$ cat config.mk
export PLATFORM = sky130hd
export DESIGN_NAME = simon_dec_key_prep
export DESIGN_NICKNAME = d
export VERILOG_FILES = /design/src/rtl/simon_dec_key_prep.sv
export SDC_FILE = /design/constraint.sdc
export NUM_CORES = 1
export LEC_CHECK = 0
export ABC_AREA = 1
export BUFFER_PORTS_ARGS = -buffer_cell sky130_fd_sc_hd__buf_4
export CAP_MARGIN = 20
export CORE_ASPECT_RATIO = 0.9
export CORE_MARGIN = 4
export CORE_UTILIZATION = 55
export DETAILED_ROUTE_END_ITERATION = 12
export PLACE_DENSITY = 0.8
export SETUP_SLACK_MARGIN = 0.4
export SYNTH_ARGS = -nofsm -noshare
export SYNTH_HDL_FRONTEND = slang
export SYNTH_SLANG_ARGS = --single-unit
$ cat constraint.sdc
create_clock -name clk_i -period 1.7 [get_ports clk_i]
set_input_delay 0.34 -clock clk_i [delete_from_list [all_inputs] [get_ports clk_i]]
set_output_delay 0.34 -clock clk_i [all_outputs]
set_load 0.01 [all_outputs]
$ cat src/rtl/simon_dec_key_prep.sv
// Simon decryption key pre-expansion: runs the forward key schedule and presents the
// last NKW round keys in reverse order. Define SIMON_KEYPREP_2STEP_EN for two steps per cycle.
module simon_dec_key_prep #(
    parameter int WW  = 16,
    parameter int NKW = 4
) (
    input  logic               clk_i,
    input  logic               rst_ni,
    input  logic               flush_i,
    input  logic               key_valid_i,
    output logic               key_ready_o,
    input  logic [NKW*WW-1:0]  key_i,
    output logic               rkey_valid_o,
    input  logic               rkey_ready_i,
    output logic [NKW*WW-1:0]  rkey_o,
    output logic [5:0]         zidx_o,
    output logic               busy_o
);

    typedef enum logic [1:0] {S_IDLE, S_RUN, S_DONE} state_t;
    typedef logic [NKW-1:0][WW-1:0] kstate_t;

    // Total schedule length T; zero marks an illegal (WW,NKW) pair.
    function automatic int sched_rounds(input int w, input int m);
        int r;
        r = 0;
        if      (w == 16 && m == 4) r = 32;
        else if (w == 24 && m == 3) r = 36;
        else if (w == 24 && m == 4) r = 36;
        else if (w == 32 && m == 3) r = 42;
        else if (w == 32 && m == 4) r = 44;
        else if (w == 48 && m == 2) r = 52;
        else if (w == 48 && m == 3) r = 54;
        else if (w == 64 && m == 2) r = 68;
        else if (w == 64 && m == 3) r = 69;
        else if (w == 64 && m == 4) r = 72;
        return r;
    endfunction

    // Sequences as published, z_0 in the leftmost (most significant) digit.
    function automatic logic [61:0] z_published(input int w, input int m);
        logic [61:0] z;
        z = 62'b11111010001001010110000111001101111101000100101011000011100110;
        if (w == 24 && m == 4)
            z = 62'b10001110111110010011000010110101000111011111001001100001011010;
        else if ((w == 32 && m == 3) || (w == 48 && m == 2) || (w == 64 && m == 2))
            z = 62'b10101111011100000011010010011000101000010001111110010110110011;
        else if ((w == 32 && m == 4) || (w == 48 && m == 3) || (w == 64 && m == 3))
            z = 62'b11011011101011000110010111100000010010001010011100110100001111;
        else if (w == 64 && m == 4)
            z = 62'b11010001111001101011011000100000010111000011001010010011101111;
        return z;
    endfunction

    function automatic logic [61:0] reverse62(input logic [61:0] p);
        logic [61:0] r;
        for (int i = 0; i < 62; i++) r[i] = p[61-i];
        return r;
    endfunction

    localparam int              T_ROUNDS  = sched_rounds(WW, NKW);
    localparam bit              LEGAL     = (T_ROUNDS != 0);
    localparam int              NSTEP     = LEGAL ? T_ROUNDS - NKW : 2;
    localparam logic [61:0]     ZSEQ      = reverse62(z_published(WW, NKW));
    localparam logic [WW-1:0]   C_CONST   = {{(WW-2){1'b1}}, 2'b00};
    localparam logic [5:0]      ZIDX_LAST = 6'((NSTEP - 1) % 62);
    localparam logic [6:0]      LAST_CNT  = 7'(NSTEP - 1);

    if (!LEGAL) begin : g_illegal_params
        $error("simon_dec_key_prep: unsupported (WW,NKW) pair");
    end

    function automatic logic [WW-1:0] ror1(input logic [WW-1:0] x);
        return {x[0], x[WW-1:1]};
    endfunction

    function automatic logic [WW-1:0] ror3(input logic [WW-1:0] x);
        return {x[2:0], x[WW-1:3]};
    endfunction

    // One forward schedule step: words shift down, the new top word is derived.
    function automatic kstate_t sched_step(input kstate_t s, input logic zb);
        kstate_t         r;
        logic [WW-1:0]   t;
        for (int i = 0; i < NKW - 1; i++) r[i] = s[i+1];
        t = ror3(s[NKW-1]);
        if (NKW == 4) t = t ^ s[1];
        r[NKW-1] = s[0] ^ t ^ ror1(t) ^ C_CONST ^ {{(WW-1){1'b0}}, zb};
        return r;
    endfunction

    state_t              state;
    kstate_t             ks;
    logic [6:0]          step_cnt;
    logic [5:0]          zcnt;

    kstate_t             ks_one;
    kstate_t             ks_run;
    logic [5:0]          zcnt_p1;
    logic [5:0]          zcnt_run;
    logic [6:0]          cnt_run;
    logic                run_last;
    logic [NKW*WW-1:0]   rkey_next;

`ifdef SIMON_KEYPREP_2STEP_EN
    localparam logic [6:0] LAST2_CNT = 7'(NSTEP - 2);
    kstate_t             ks_two;
    logic [5:0]          zcnt_p2;
`endif

    // NOTE: every combinational output gets a default first so no path can infer a latch.
    always_comb begin
        zcnt_p1 = (zcnt == 6'd61) ? 6'd0 : zcnt + 6'd1;
        ks_one  = sched_step(ks, ZSEQ[zcnt]);
`ifdef SIMON_KEYPREP_2STEP_EN
        zcnt_p2  = (zcnt_p1 == 6'd61) ? 6'd0 : zcnt_p1 + 6'd1;
        ks_two   = sched_step(ks_one, ZSEQ[zcnt_p1]);
        // Odd NSTEP leaves a single step for the final cycle.
        ks_run   = (step_cnt == LAST_CNT) ? ks_one : ks_two;
        zcnt_run = zcnt_p2;
        cnt_run  = step_cnt + 7'd2;
        run_last = (step_cnt == LAST_CNT) || (step_cnt == LAST2_CNT);
`else
        ks_run   = ks_one;
        zcnt_run = zcnt_p1;
        cnt_run  = step_cnt + 7'd1;
        run_last = (step_cnt == LAST_CNT);
`endif
        rkey_next = '0;
        for (int i = 0; i < NKW; i++) rkey_next[i*WW +: WW] = ks_run[NKW-1-i];
    end

    // NOTE: sequential state uses non-blocking assignments only, so every register
    // samples pre-edge values regardless of statement order.
    always_ff @(posedge clk_i or negedge rst_ni) begin
        if (!rst_ni) begin
            // NOTE: the key state is a handful of flops, not a RAM, so it is reset with the rest.
            state        <= S_IDLE;
            ks           <= '0;
            step_cnt     <= '0;
            zcnt         <= '0;
            key_ready_o  <= 1'b1;
            rkey_valid_o <= 1'b0;
            rkey_o       <= '0;
            zidx_o       <= '0;
            busy_o       <= 1'b0;
        end else if (flush_i) begin
            state        <= S_IDLE;
            step_cnt     <= '0;
            zcnt         <= '0;
            key_ready_o  <= 1'b1;
            rkey_valid_o <= 1'b0;
            busy_o       <= 1'b0;
        end else begin
            case (state)
                S_IDLE: begin
                    if (key_valid_i && key_ready_o) begin
                        ks          <= kstate_t'(key_i);
                        step_cnt    <= '0;
                        zcnt        <= '0;
                        state       <= S_RUN;
                        key_ready_o <= 1'b0;
                        busy_o      <= 1'b1;
                    end
                end
                S_RUN: begin
                    ks       <= ks_run;
                    step_cnt <= cnt_run;
                    zcnt     <= zcnt_run;
                    if (run_last) begin
                        state        <= S_DONE;
                        busy_o       <= 1'b0;
                        rkey_valid_o <= 1'b1;
                        rkey_o       <= rkey_next;
                        zidx_o       <= ZIDX_LAST;
                    end
                end
                S_DONE: begin
                    if (rkey_ready_i) begin
                        state        <= S_IDLE;
                        rkey_valid_o <= 1'b0;
                        key_ready_o  <= 1'b1;
                    end
                end
                default: begin
                    state        <= S_IDLE;
                    key_ready_o  <= 1'b1;
                    rkey_valid_o <= 1'b0;
                    busy_o       <= 1'b0;
                end
            endcase
        end
    end

endmodule

==> impl_metrics.csv <==
group,metric,value,unit
run_status,status,"finished with violations",
run_status,violations,"negative setup slack",
synthesis,synth_common_cells,"nand2_1, dfrtp_1, o21ai_0, inv_1, o21ai_1",
setup_path,critPathLaunchType,"register",
floorplan,rows,38,
layout,drive_above_1_share,0.399,
routing,via_per_inst,6.16,
layout,final_net_count,1141,
global_routing,grt_pass1_wl,36.0,mm
cts,clkSinkCount,147,
setup_path,reg2reg_setup_slack,-0.08,ns
floorplan,start_util,0.573,
synthesis,yosysWarnings,0,
cts,cts_tree,"yes",
setup_path,startpoint,"ks[53]$_DFFE_PN0P_",
routing,drtIter0Drc,1194,
placement,hpwl,13.5,mm
routing,drcViolationCount,0,
sta,finalCritPeriodShare,1.05,
power_and_ir_drop,seq_power_share,0.335,
routing,wl_per_cell,22.6,µm
synthesis,synth_area,7060,µm²
routing,first_pass_iters,6,
synthesis,netlist-cell-type-count,36,
sta,period_needed,1.78,ns
synthesis,yosysMostFrequentCell,"nand2_1",
setup_path,worstPathArrival,2.13,ns
setup_path,endpoint_kind,"register",
synthesis,yosysSeqAreaShare,0.521,
sta,hold_viol_final,0,
placement,pre_cts_ws,0.109,ns
floorplan,dieHeight,115,µm
synthesis,synth_top_area_frac,0.517,
setup_path,crit_type,"reg -> reg",
power_and_ir_drop,switchingPower,6.25,mW
global_routing,grt_max_degree,67,
layout,final_util,0.882,
global_routing,grt_overflow,0,
sta,worst_slack,-0.0821,ns
synthesis,ys.flop_type,"dfrtp_1",
setup_path,reg2regPathDepth,7,
cts,clkLatencyLatePin,0.43,ns
sta,fin_skew,0.00882,ns
power_and_ir_drop,p_leak,5.36,nW
power_and_ir_drop,vdd_drop_max,0.000941,V
sta,setup_viol_count_final,33,
global_routing,grt_pass1_vias,6675,
setup_path,r2r-end,"ks[50]$_DFFE_PN0P_",
synthesis,syn_inst,835,
power_and_ir_drop,switching_share,0.413,
sta,final_max_slew_viol_count,0,
cts,cts.clk_slew.worst_paths,0.06,ns
cts,clock_path_buffers,2,
cts,cts_buffers,17,
floorplan,core_area,12300,µm²
floorplan,die_w,127,µm
global_routing,groute.usage.overall,0.321,
layout,diodes,0,
synthesis,synth-edff-count,0,
power_and_ir_drop,powerDensity,1390,nW/µm²
routing,final_antenna_net_count,0,
setup_path,critPathMaxFanout,3,
routing,via_count,7620,
global_routing,antenna_found_initial,0,
synthesis,synth_area_leaders,"dfrtp_1, nand2_1, o21ai_0",
placement,place_congestion,0.936,
layout,num-fill-cells,538,
power_and_ir_drop,p_clk_frac,0.247,
synthesis,avgSynthCellArea,8.46,µm²
layout,area_delta_synth_final,53.9,%
synthesis,synth.largest_area_cell,"dfrtp_1",
sta,rsz0062_at_grt,"yes",
power_and_ir_drop,p_int,8.88,mW
synthesis,synth-seq-cells,147,
setup_path,worstSetupEndpoint,"ks[50]$_DFFE_PN0P_",
cts,clockRootBuffer,"clkbuf_16",
power_and_ir_drop,finalPower,15.1,mW
flow_run,maxCapViolCount,0,
synthesis,synthArstFlopShare,1.00,
cts,cts_max_level,4,
setup_path,reg2reg_from,"ks[53]$_DFFE_PN0P_",
routing,routed_wl,28.0,mm
floorplan,die-area,14700,µm²
placement,numPortBuffers,139,
floorplan,io_pins,142,
worst_hold_path,holdCritPathClass,"in -> reg",
sta,fmax,561,MHz
power_and_ir_drop,p_comb_frac,0.418,
setup_path,crit_required,2.05,ns
[stage by stage]
| stage | cells | hold WS, ns | instance area, µm² | setup TNS [ns] |
|---|---|---|---|---|
| after floorplan | 836 | 0.0444 | 7150 | 0 |
| after global placement | 1108 | 0.188 | 8360 | 0 |
| after detailed placement | 1108 | 0.186 | 8360 | 0 |
| after CTS | 1195 | 0.174 | 10000 | 0 |
| after global routing | 1237 | 0.184 | 10900 | -2.37 |
| final | 1237 | 0.184 | 10900 | -0.526 |
[power groups by stage]
stage                     combinational, mW  clock (mW)  sequential (mW)
final                                  6.32        3.74             5.07
after global routing                   6.71        3.90             5.12
after CTS                              5.32        3.70             4.92
after detailed placement               4.57           0             4.95
after global placement                 4.45           0             4.92
after floorplan                        3.14           0             4.86
[area by class of cell]
type                    instances  area, µm²  area share
flip-flops and latches        147       3690       0.340
repair buffers                255       2670       0.245
inverters                      81        330      0.0304
well taps                     160        200      0.0184
clock inverters                12        134      0.0123
multi-input cells             562       3400       0.313
clock buffers                  20        447      0.0411
[flip-flops by register name, summed over array words and instances, names as in the netlist]
| register | cells |
|---|---|
| busy_o | 1 |
| key_ready_o | 1 |
| ks | 64 |
| rkey_o | 64 |
| rkey_valid_o | 1 |
| state | 2 |
| step_cnt | 7 |
| zcnt | 6 |
| zidx_o | 1 |
[placed cells by master, fill, tap and decap left out, types with 3 or more instances in the layout]
master,synthesis,routed
inv_2,6,9
nand3_2,1,4
bufbuf_16,0,3
a21oi_1,10,7
clkinv_4,0,7
o21ai_1,42,48
nor3_4,0,4
nand3_1,15,12
inv_4,1,4
o21ai_0,93,55
dfrtp_1,146,139
a21oi_2,0,3
nand2_4,0,30
clkinv_2,0,4
inv_1,74,64
o211ai_1,35,35
xor2_1,31,29
buf_6,5,85
nand2_1,268,212
nand2_2,1,25
ha_1,8,5
o21ai_2,8,40
buf_12,0,10
buf_4,5,143
clkbuf_16,0,19
buf_16,0,9
a21o_1,13,13
dfrtp_2,0,7
nor2_1,16,15
[how the worst min path moves through the flow]
stage | startpoint | to | cells past startpoint
after global routing | key_i[40] | ks[40]$_DFFE_PN0P_ | 3
final | key_i[37] | ks[37]$_DFFE_PN0P_ | 3
after floorplan | rst_ni | busy_o$_DFFE_PN0P_ | 0
after CTS | flush_i | step_cnt[6]$_DFFE_PN0P_ | 2
after global placement | rst_ni | busy_o$_DFFE_PN0P_ | 1
after detailed placement | rst_ni | busy_o$_DFFE_PN0P_ | 1
[what timing repair did]
action | in CTS | in global routing
hold endpoints to repair | 13 | 0
gates resized for setup | 132 | 145
hold buffers | 1 | 0
setup buffers | 43 | 40
cloned | 11 | 2
pin swaps | 16 | 26
endpoints found under the setup margin | 175 | 217
[cells by family after synthesis]
| family | count (synthesis) | share of synthesized area |
|---|---|---|
| xor+xnor | 31 | 0.0385 |
| fa+ha+maj | 8 | 0.0142 |
| simple gates | 316 | 0.178 |
| buf+inv | 127 | 0.0792 |
| flops | 147 | 0.521 |
| other cells | 1 | 0.000531 |
| compound gates | 205 | 0.168 |
[worst max-delay path, stage by stage, from the launching register on]
cell and delay [ns]:
dfrtp_1 0.44, inv_2 0.11, nand2_1 0.10, nand2_1 0.14
xor2_1 0.19, xor2_1 0.39, nand2_1 0.16, a21oi_1 0.17
[routing by layer]
metal | track usage | vias up | share of wire
met2 | 0.519 | 654 | 0.47
met1 | 0.440 | 3642 | 0.36
met4 | 0.104 | 0 | 0.057
met3 | 0.0673 | 169 | 0.11
li1 | - | 3155 | -
met5 | 0 | - | 0
Note: power is estimated with default switching activity, not from simulation.
